**config.mk**
```make
export PLATFORM = sky130hd
export DESIGN_NAME = csr_stream_buffer
export DESIGN_NICKNAME = d
export VERILOG_FILES = /design/src/rtl/csr_stream_pkg.sv /design/src/rtl/sync_fifo.sv /design/src/rtl/csr_stream_buffer.sv
export SDC_FILE = /design/constraint.sdc
export NUM_CORES = 2
export LEC_CHECK = 0
export BUFFER_PORTS_ARGS = -buffer_cell sky130_fd_sc_hd__buf_2
export CAP_MARGIN = 20
export CORE_MARGIN = 2
export CORE_UTILIZATION = 55
export CTS_CLUSTER_DIAMETER = 30
export CTS_CLUSTER_SIZE = 20
export DETAILED_ROUTE_END_ITERATION = 10
export PLACE_DENSITY = 0.71
export SYNTH_ARGS = -nofsm -noshare
export SYNTH_HDL_FRONTEND = slang
export SYNTH_HIERARCHICAL = 1
export SYNTH_SLANG_ARGS = --single-unit
export TNS_END_PERCENT = 100
```
**constraint.sdc**
```tcl
create_clock -name clk -period 20.6 [get_ports clk]
set_clock_uncertainty 0.15 [all_clocks]
set_input_delay 0 -clock clk [delete_from_list [all_inputs] [get_ports clk]]
set_output_delay 0 -clock clk [all_outputs]
set_load 0.05 [all_outputs]
```
**src/rtl/csr_stream_pkg.sv**
```systemverilog
// Shared types and CSR map for the CSR stream buffer: FSM states, word
// addresses and STATUS bit positions.
package csr_stream_pkg;

    typedef enum logic [1:0] {
        IDLE,
        RUN,
        DONE
    } state_t;

    localparam int unsigned ADDR_CTRL     = 0;
    localparam int unsigned ADDR_STATUS   = 1;
    localparam int unsigned ADDR_LEN      = 2;
    localparam int unsigned ADDR_ISSUED   = 3;
    localparam int unsigned ADDR_IN_LANE  = 8;
    localparam int unsigned ADDR_OUT_LANE = 16;

    localparam int unsigned CTRL_START = 0;
    localparam int unsigned CTRL_FLUSH = 1;

    localparam int unsigned ST_IN_EMPTY  = 0;
    localparam int unsigned ST_IN_FULL   = 1;
    localparam int unsigned ST_OUT_EMPTY = 2;
    localparam int unsigned ST_OUT_FULL  = 3;
    localparam int unsigned ST_RUNNING   = 4;
    localparam int unsigned ST_DONE      = 5;
    localparam int unsigned ST_OVERFLOW  = 8;
    localparam int unsigned ST_UNDERFLOW = 9;
    localparam int unsigned ST_COUNT_LSB = 16;

endpackage

```
**src/rtl/sync_fifo.sv**
```systemverilog
// First-word-fall-through synchronous FIFO with flush; a push into a full
// FIFO is accepted only when a pop happens in the same cycle.
module sync_fifo #(
    parameter int unsigned WIDTH    = 64,
    parameter int unsigned DEPTH    = 16,
    parameter int unsigned ADDRSIZE = $clog2(DEPTH)
) (
    input  logic                clk,
    input  logic                reset_n,
    input  logic                flush_i,
    input  logic                push_i,
    input  logic                pop_i,
    input  logic [WIDTH-1:0]    wdata_i,
    output logic [WIDTH-1:0]    rdata_o,
    output logic                full_o,
    output logic                empty_o,
    output logic [ADDRSIZE:0]   count_o
);

    logic [WIDTH-1:0]    mem_q [DEPTH];
    logic [ADDRSIZE-1:0] wr_ptr_q, wr_ptr_d;
    logic [ADDRSIZE-1:0] rd_ptr_q, rd_ptr_d;
    logic [ADDRSIZE:0]   count_q, count_d;
    logic                do_push, do_pop;

    assign empty_o = (count_q == '0);
    assign full_o  = (count_q == (ADDRSIZE+1)'(DEPTH));
    assign do_pop  = pop_i && !empty_o;
    assign do_push = push_i && (!full_o || do_pop);
    assign rdata_o = mem_q[rd_ptr_q];
    assign count_o = count_q;

    always_comb begin
        wr_ptr_d = wr_ptr_q;
        rd_ptr_d = rd_ptr_q;
        count_d  = count_q;
        if (do_push) wr_ptr_d = wr_ptr_q + ADDRSIZE'(1);
        if (do_pop)  rd_ptr_d = rd_ptr_q + ADDRSIZE'(1);
        if (do_push && !do_pop)      count_d = count_q + (ADDRSIZE+1)'(1);
        else if (do_pop && !do_push) count_d = count_q - (ADDRSIZE+1)'(1);
        if (flush_i) begin
            wr_ptr_d = '0;
            rd_ptr_d = '0;
            count_d  = '0;
        end
    end

    always_ff @(posedge clk) begin
        if (!reset_n) begin
            wr_ptr_q <= '0;
            rd_ptr_q <= '0;
            count_q  <= '0;
        end else begin
            wr_ptr_q <= wr_ptr_d;
            rd_ptr_q <= rd_ptr_d;
            count_q  <= count_d;
        end
    end

    always_ff @(posedge clk) begin
        if (do_push) mem_q[wr_ptr_q] <= wdata_i;
    end

endmodule

```
**src/rtl/csr_stream_buffer.sv**
```systemverilog
// Avalon-MM CSR slave staging host words into an engine input FIFO and
// collecting engine results in an output FIFO, sequenced by a job FSM.
module csr_stream_buffer
    import csr_stream_pkg::*;
#(
    parameter int unsigned SLAVE_ADDRESSWIDTH = 5,
    parameter int unsigned DATAWIDTH          = 32,
    parameter int unsigned WORDWIDTH          = 64,
    parameter int unsigned DEPTH              = 16,
    parameter int unsigned ADDRSIZE           = $clog2(DEPTH)
) (
    input  logic                          clk,
    input  logic                          reset_n,
    input  logic [SLAVE_ADDRESSWIDTH-1:0] slave_address,
    input  logic [DATAWIDTH-1:0]          slave_writedata,
    input  logic                          slave_write,
    input  logic                          slave_read,
    input  logic                          slave_chipselect,
    output logic [DATAWIDTH-1:0]          slave_readdata,
    output logic                          eng_start,
    output logic [WORDWIDTH-1:0]          eng_in_data,
    output logic                          eng_in_valid,
    input  logic                          eng_in_ready,
    input  logic [WORDWIDTH-1:0]          eng_out_data,
    input  logic                          eng_out_valid,
    output logic                          eng_out_ready
);

    localparam int unsigned LANES = WORDWIDTH / DATAWIDTH;
    localparam int unsigned AW    = SLAVE_ADDRESSWIDTH;

    state_t               state_q, state_d;
    logic [DATAWIDTH-1:0] readdata_q, rdata_d;
    logic [WORDWIDTH-1:0] shadow_q, in_wdata, out_rdata;
    logic [15:0]          len_q, issued_q, recv_q;
    logic                 eng_start_q, done_q, ovf_q, udf_q;
    logic                 wr, rd, start_req, flush_req, status_wr;
    logic                 in_push_req, out_pop_req, start_job, job_end;
    logic                 in_pop, out_push;
    logic                 in_empty, in_full, out_empty, out_full;
    logic [ADDRSIZE:0]    in_count, out_count;
    logic [31:0]          status_w;

    // A write wins over a simultaneous read.
    assign wr          = slave_chipselect && slave_write;
    assign rd          = slave_chipselect && slave_read && !slave_write;
    assign start_req   = wr && (slave_address == AW'(ADDR_CTRL)) && slave_writedata[CTRL_START];
    assign flush_req   = wr && (slave_address == AW'(ADDR_CTRL)) && slave_writedata[CTRL_FLUSH];
    assign status_wr   = wr && (slave_address == AW'(ADDR_STATUS));
    assign in_push_req = wr && (slave_address == AW'(ADDR_IN_LANE + LANES - 1));
    assign out_pop_req = rd && (slave_address == AW'(ADDR_OUT_LANE + LANES - 1));
    assign in_pop      = eng_in_valid && eng_in_ready;
    assign out_push    = eng_out_ready && eng_out_valid;

    always_comb begin
        in_wdata = shadow_q;
        in_wdata[(LANES-1)*DATAWIDTH +: DATAWIDTH] = slave_writedata;
    end

    sync_fifo #(.WIDTH(WORDWIDTH), .DEPTH(DEPTH), .ADDRSIZE(ADDRSIZE)) u_in_fifo (
        .clk(clk), .reset_n(reset_n), .flush_i(flush_req),
        .push_i(in_push_req), .pop_i(in_pop), .wdata_i(in_wdata), .rdata_o(eng_in_data),
        .full_o(in_full), .empty_o(in_empty), .count_o(in_count)
    );

    sync_fifo #(.WIDTH(WORDWIDTH), .DEPTH(DEPTH), .ADDRSIZE(ADDRSIZE)) u_out_fifo (
        .clk(clk), .reset_n(reset_n), .flush_i(flush_req),
        .push_i(out_push), .pop_i(out_pop_req), .wdata_i(eng_out_data), .rdata_o(out_rdata),
        .full_o(out_full), .empty_o(out_empty), .count_o(out_count)
    );

    always_comb begin
        state_d       = state_q;
        start_job     = 1'b0;
        job_end       = 1'b0;
        eng_in_valid  = 1'b0;
        eng_out_ready = 1'b0;
        case (state_q)
            IDLE, DONE: begin
                if (start_req && len_q != '0) begin
                    state_d   = RUN;
                    start_job = 1'b1;
                end
            end
            RUN: begin
                eng_in_valid  = !in_empty && (issued_q < len_q);
                eng_out_ready = !out_full;
                if (eng_out_ready && eng_out_valid && (recv_q + 16'd1 == len_q)) begin
                    state_d = DONE;
                    job_end = 1'b1;
                end
            end
            default: state_d = IDLE;
        endcase
        if (flush_req) begin
            state_d   = IDLE;
            start_job = 1'b0;
        end
    end

    always_ff @(posedge clk) begin
        if (!reset_n) state_q <= IDLE;
        else          state_q <= state_d;
    end

    always_ff @(posedge clk) begin
        if (!reset_n) begin
            issued_q    <= '0;
            recv_q      <= '0;
            eng_start_q <= 1'b0;
            done_q      <= 1'b0;
            ovf_q       <= 1'b0;
            udf_q       <= 1'b0;
            shadow_q    <= '0;
        end else if (flush_req) begin
            issued_q    <= '0;
            recv_q      <= '0;
            eng_start_q <= 1'b0;
            done_q      <= 1'b0;
            ovf_q       <= 1'b0;
            udf_q       <= 1'b0;
            shadow_q    <= '0;
        end else begin
            eng_start_q <= start_job;
            if (start_job) begin
                issued_q <= '0;
                recv_q   <= '0;
            end else begin
                if (in_pop)   issued_q <= issued_q + 16'd1;
                if (out_push) recv_q   <= recv_q + 16'd1;
            end
            // Sticky bits: a new event in the same cycle beats the W1C clear.
            done_q <= job_end || (done_q && !(status_wr && slave_writedata[ST_DONE]));
            ovf_q  <= (in_push_req && in_full && !in_pop) ||
                      (ovf_q && !(status_wr && slave_writedata[ST_OVERFLOW]));
            udf_q  <= (out_pop_req && out_empty) ||
                      (udf_q && !(status_wr && slave_writedata[ST_UNDERFLOW]));
            for (int unsigned i = 0; i < LANES; i++) begin
                if (wr && slave_address == AW'(ADDR_IN_LANE + i))
                    shadow_q[i*DATAWIDTH +: DATAWIDTH] <= slave_writedata;
            end
        end
    end

    always_ff @(posedge clk) begin
        if (!reset_n)                                         len_q <= '0;
        else if (wr && slave_address == AW'(ADDR_LEN)) len_q <= slave_writedata[15:0];
    end

    always_comb begin
        status_w                       = '0;
        status_w[ST_IN_EMPTY]          = in_empty;
        status_w[ST_IN_FULL]           = in_full;
        status_w[ST_OUT_EMPTY]         = out_empty;
        status_w[ST_OUT_FULL]          = out_full;
        status_w[ST_RUNNING]           = (state_q == RUN);
        status_w[ST_DONE]              = done_q;
        status_w[ST_OVERFLOW]          = ovf_q;
        status_w[ST_UNDERFLOW]         = udf_q;
        status_w[ST_COUNT_LSB +: 8]    = 8'(out_count);
    end

    always_comb begin
        rdata_d = '0;
        if (slave_address == AW'(ADDR_STATUS))      rdata_d = DATAWIDTH'(status_w);
        else if (slave_address == AW'(ADDR_LEN))    rdata_d = DATAWIDTH'(len_q);
        else if (slave_address == AW'(ADDR_ISSUED)) rdata_d = DATAWIDTH'(issued_q);
        for (int unsigned i = 0; i < LANES; i++) begin
            if (slave_address == AW'(ADDR_IN_LANE + i))
                rdata_d = shadow_q[i*DATAWIDTH +: DATAWIDTH];
            if (slave_address == AW'(ADDR_OUT_LANE + i) && !out_empty)
                rdata_d = out_rdata[i*DATAWIDTH +: DATAWIDTH];
        end
    end

    always_ff @(posedge clk) begin
        if (!reset_n) readdata_q <= '0;
        else if (rd)  readdata_q <= rdata_d;
    end

    assign slave_readdata = readdata_q;
    assign eng_start      = eng_start_q;

endmodule

```
==> impl_metrics.env <==
export IMPL_ios=207
export IMPL_grt_pass1_vias=48562
export IMPL_p_int_uw=9340
export IMPL_async_flop_share_pct=0
export IMPL_grt_max_degree=135
export IMPL_hold_viol_final=0
export IMPL_synth_top_cell_area_share_pct=71.6
export IMPL_ys_warn_count=6
export IMPL_final_common_cell="edfxtp_1"
export IMPL_route_detailed_drc=0
export IMPL_netlist_area_sq_mm=0.0858
export IMPL_overflow=0
export IMPL_dieArea_sq_mm=0.159
export IMPL_portBuffers=206
export IMPL_worst_slack_ps=15010
export IMPL_rrSetupSlack_ps=15010
export IMPL_floorplan_initialDensity_pct=55.5
export IMPL_yosys_area_share_simple_pct=3.18
export IMPL_track_usage_pct=28.7
export IMPL_ys_seq_area_share_pct=75.9
export IMPL_min_period_ps=5590
export IMPL_grt_pass1_wl_microns=330000
export IMPL_ir_drop_uv=103
export IMPL_synth_cell_types=74
export IMPL_ys_flop_type="edfxtp_1"
export IMPL_clkPwrFrac_pct=56.5
export IMPL_vias_per_cell=6.36
export IMPL_status="finished, final reports clean"
export IMPL_synth_xor_area_share_pct=0.592
export IMPL_multi_input_area_sq_mm=0.0198
export IMPL_synth_compound_area_share_pct=4.61
export IMPL_cp_start_kind="flop"
export IMPL_fill_cells=9379
export IMPL_fp_row_count=144
export IMPL_cts_tree="done"
export IMPL_cts_setup_buffers=0
export IMPL_tns_ps=0
export IMPL_relSlewSlack_pct=20.8
export IMPL_crit_arrival_ps=5950
export IMPL_swShare_pct=20.0
export IMPL_crit_type="reg -> reg"
export IMPL_synth_top_family_by_area="multiplexers"
export IMPL_cts_root_buf="clkbuf_16"
export IMPL_rsz0062_at_grt="false"
export IMPL_regArea_sq_mm=0.0652
export IMPL_place_inst=6404
export IMPL_leakagePower_uw=0.0344
export IMPL_ys_seq_elements=2232
export IMPL_fmaxAchievable_mhz=179
export IMPL_synth_largest_area_cell="edfxtp_1"
export IMPL_cts_htree_levels=5
export IMPL_tightestPinTransition_ps=1190
export IMPL_cts_buffers=402
export IMPL_pre_cts_slack_ps=14960
export IMPL_netSwitchingPower_uw=2330
export IMPL_synth_fa_ha_area_share_pct=0.557
export IMPL_synth_edf_count=2048
export IMPL_final_cells=7365
export IMPL_seqPwrFrac_pct=42.3
export IMPL_path_max_fanout=57
export IMPL_die_h_microns=399
export IMPL_cp_required_ps=20960
export IMPL_synth_cells=4324
export IMPL_vias=46836
export IMPL_power_density_mw_per_mm2=111
export IMPL_final_max_slew_viol_count=0
export IMPL_drive_gt1_share_pct=29.1
export IMPL_finalWirelength_microns=226000
export IMPL_dr_pass1_iters=8
export IMPL_power_frac_comb_pct=1.2
export IMPL_routabilityCongestion=0.892
export IMPL_hpwl_microns=115000
export IMPL_r2r_cells=11
export IMPL_hold_class="in -> reg"
export IMPL_setup_violations_final=0
export IMPL_cts_sinks=2232
export IMPL_die_w_microns=399
export IMPL_final_cell_mix="2048 x edfxtp_1, 512 x mux4_2, 408 x clkbuf_16"
export IMPL_nets=5135
export IMPL_avgSynthCellArea_sq_um=19.9
export IMPL_whs_path_depth=4
export IMPL_ctsLongestPathBuffers=4
export IMPL_dr_first_iter_drc_count=5630
export IMPL_worst_setup_path_end_kind="flop"
export IMPL_cap_violations=0
export IMPL_core_sq_mm=0.155
export IMPL_wire_per_inst_microns=30.7
export IMPL_synth_nets=4469
export IMPL_syn2layout_area_growth_pct=22.6
export IMPL_synthMuxAreaShare_pct=13.8
export IMPL_fin_crit_sh_pct=27.2
export IMPL_antenna_found_initial=17
export IMPL_clock_latency_ps=950
export IMPL_ant_nets=0
export IMPL_clkTransAtPathRegs_ps=50
export IMPL_synth_area_leaders="edfxtp_1 72%, mux4_2 13%, dfxtp_1 4.3%"
## layer usage
metal	wire (microns)	vias up	global-route usage (%)	part of all wire, %
li1	-	19313	-	-
met1	82500	24224	37.5	37
met2	112000	2743	47.0	50
met3	22200	540	6.92	9.8
met4	8830	16	11.4	3.9
met5	108	-	0	0.048
## synthesized netlist by cell type, types with 17 or more instances
cell type  count
buf_2         55
xor2_1        38
inv_1         35
a22oi_1      278
edfxtp_1    2048
nand2_1      349
nor3_1        18
ha_1          35
clkbuf_1     174
a211oi_1      20
buf_1         20
nor2_1       115
a21oi_1       99
dfxtp_1      184
mux4_2       512
o21ai_0       39
a31oi_1       17
nand3_1       19
xnor2_1       20
## path summary, 6_finish.rpt
path	from	to
min	slave_writedata[11]	shadow_q[43]
max	len_q[15]	u_in_fifo/mem_q[2][60]
max reg2reg	len_q[15]	u_in_fifo/mem_q[2][60]
min reg2reg	shadow_q[51]	shadow_q[51]
## cell type report
type                            count  share of cell area [%]
Sequential cell                  2232                    61.9
Multi-Input combinational cell   1803                    18.8
Clock buffer                      464                    10.0
Timing Repair Buffer              515                    3.76
Clock inverter                    267                    2.91
Tap cell                         2044                    2.43
Inverter                           36                   0.128
Antenna cell                        4                 0.00951
## power groups by stage
stage	combinational (uW)	sequential [uW]	clock (uW)
floorplan	17.8	5030	0
global placement	96.2	5030	0
detailed placement	100	5030	0
CTS	140	4940	6640
global route	151	4940	6850
finish	143	4940	6590
## what timing repair did
item,CTS,global route
hold buffers,225,0
resized for setup,0,0
endpoints found under the hold margin,1707,0
## sequential cells by signal (all words and copies together) (netlist names), named ones only
name / count
udf_q: 1
issued_q: 16
len_q: 16
ovf_q: 1
u_out_fifo/rd_ptr_q: 4
u_in_fifo/wr_ptr_q: 4
u_in_fifo/mem_q: 1024
slave_readdata: 32
eng_start: 1
shadow_q: 64
u_in_fifo/rd_ptr_q: 4
u_out_fifo/wr_ptr_q: 4
recv_q: 16
done_q: 1
u_out_fifo/count_o: 5
u_in_fifo/count_o: 5
state_q: 2
u_out_fifo/mem_q: 1024
## logic make-up after synthesis
| logic type | Yosys count |
|---|---|
| buffers and inverters | 289 |
| and+or+nand+nor | 615 |
| muxes | 538 |
| AOI/OAI and AO/OA | 555 |
| adders and majority gates | 37 |
| DFF | 2232 |
| xor gates and xnor gates | 58 |
## worst max-delay path, cell delays in order, from the launching register on
cell	delay, ps
dfxtp_1	430
inv_1	70
ha_1	330
a2111oi_0	420
o21ai_0	290
a2111oi_4	730
o21ai_2	320
inv_1	320
or3_4	220
nand3_2	190
nor3_2	680
buf_4	970
## per-stage QoR
step | hold slack [ps] | instance area (sq um) | total power, uW | util [%]
6_report | 63.5 | 105000 | 11700 | 68.1
5_1_grt | 55.1 | 105000 | 11900 | 68.1
4_1_cts | 2.40 | 105000 | 11700 | 68.1
3_5_place_dp | 232 | 89400 | 5130 | 57.8
3_3_place_gp | 216 | 89300 | 5120 | 57.8
2_1_floorplan | -51.1 | 85800 | 5050 | -
(Power assumes the default switching activity.)
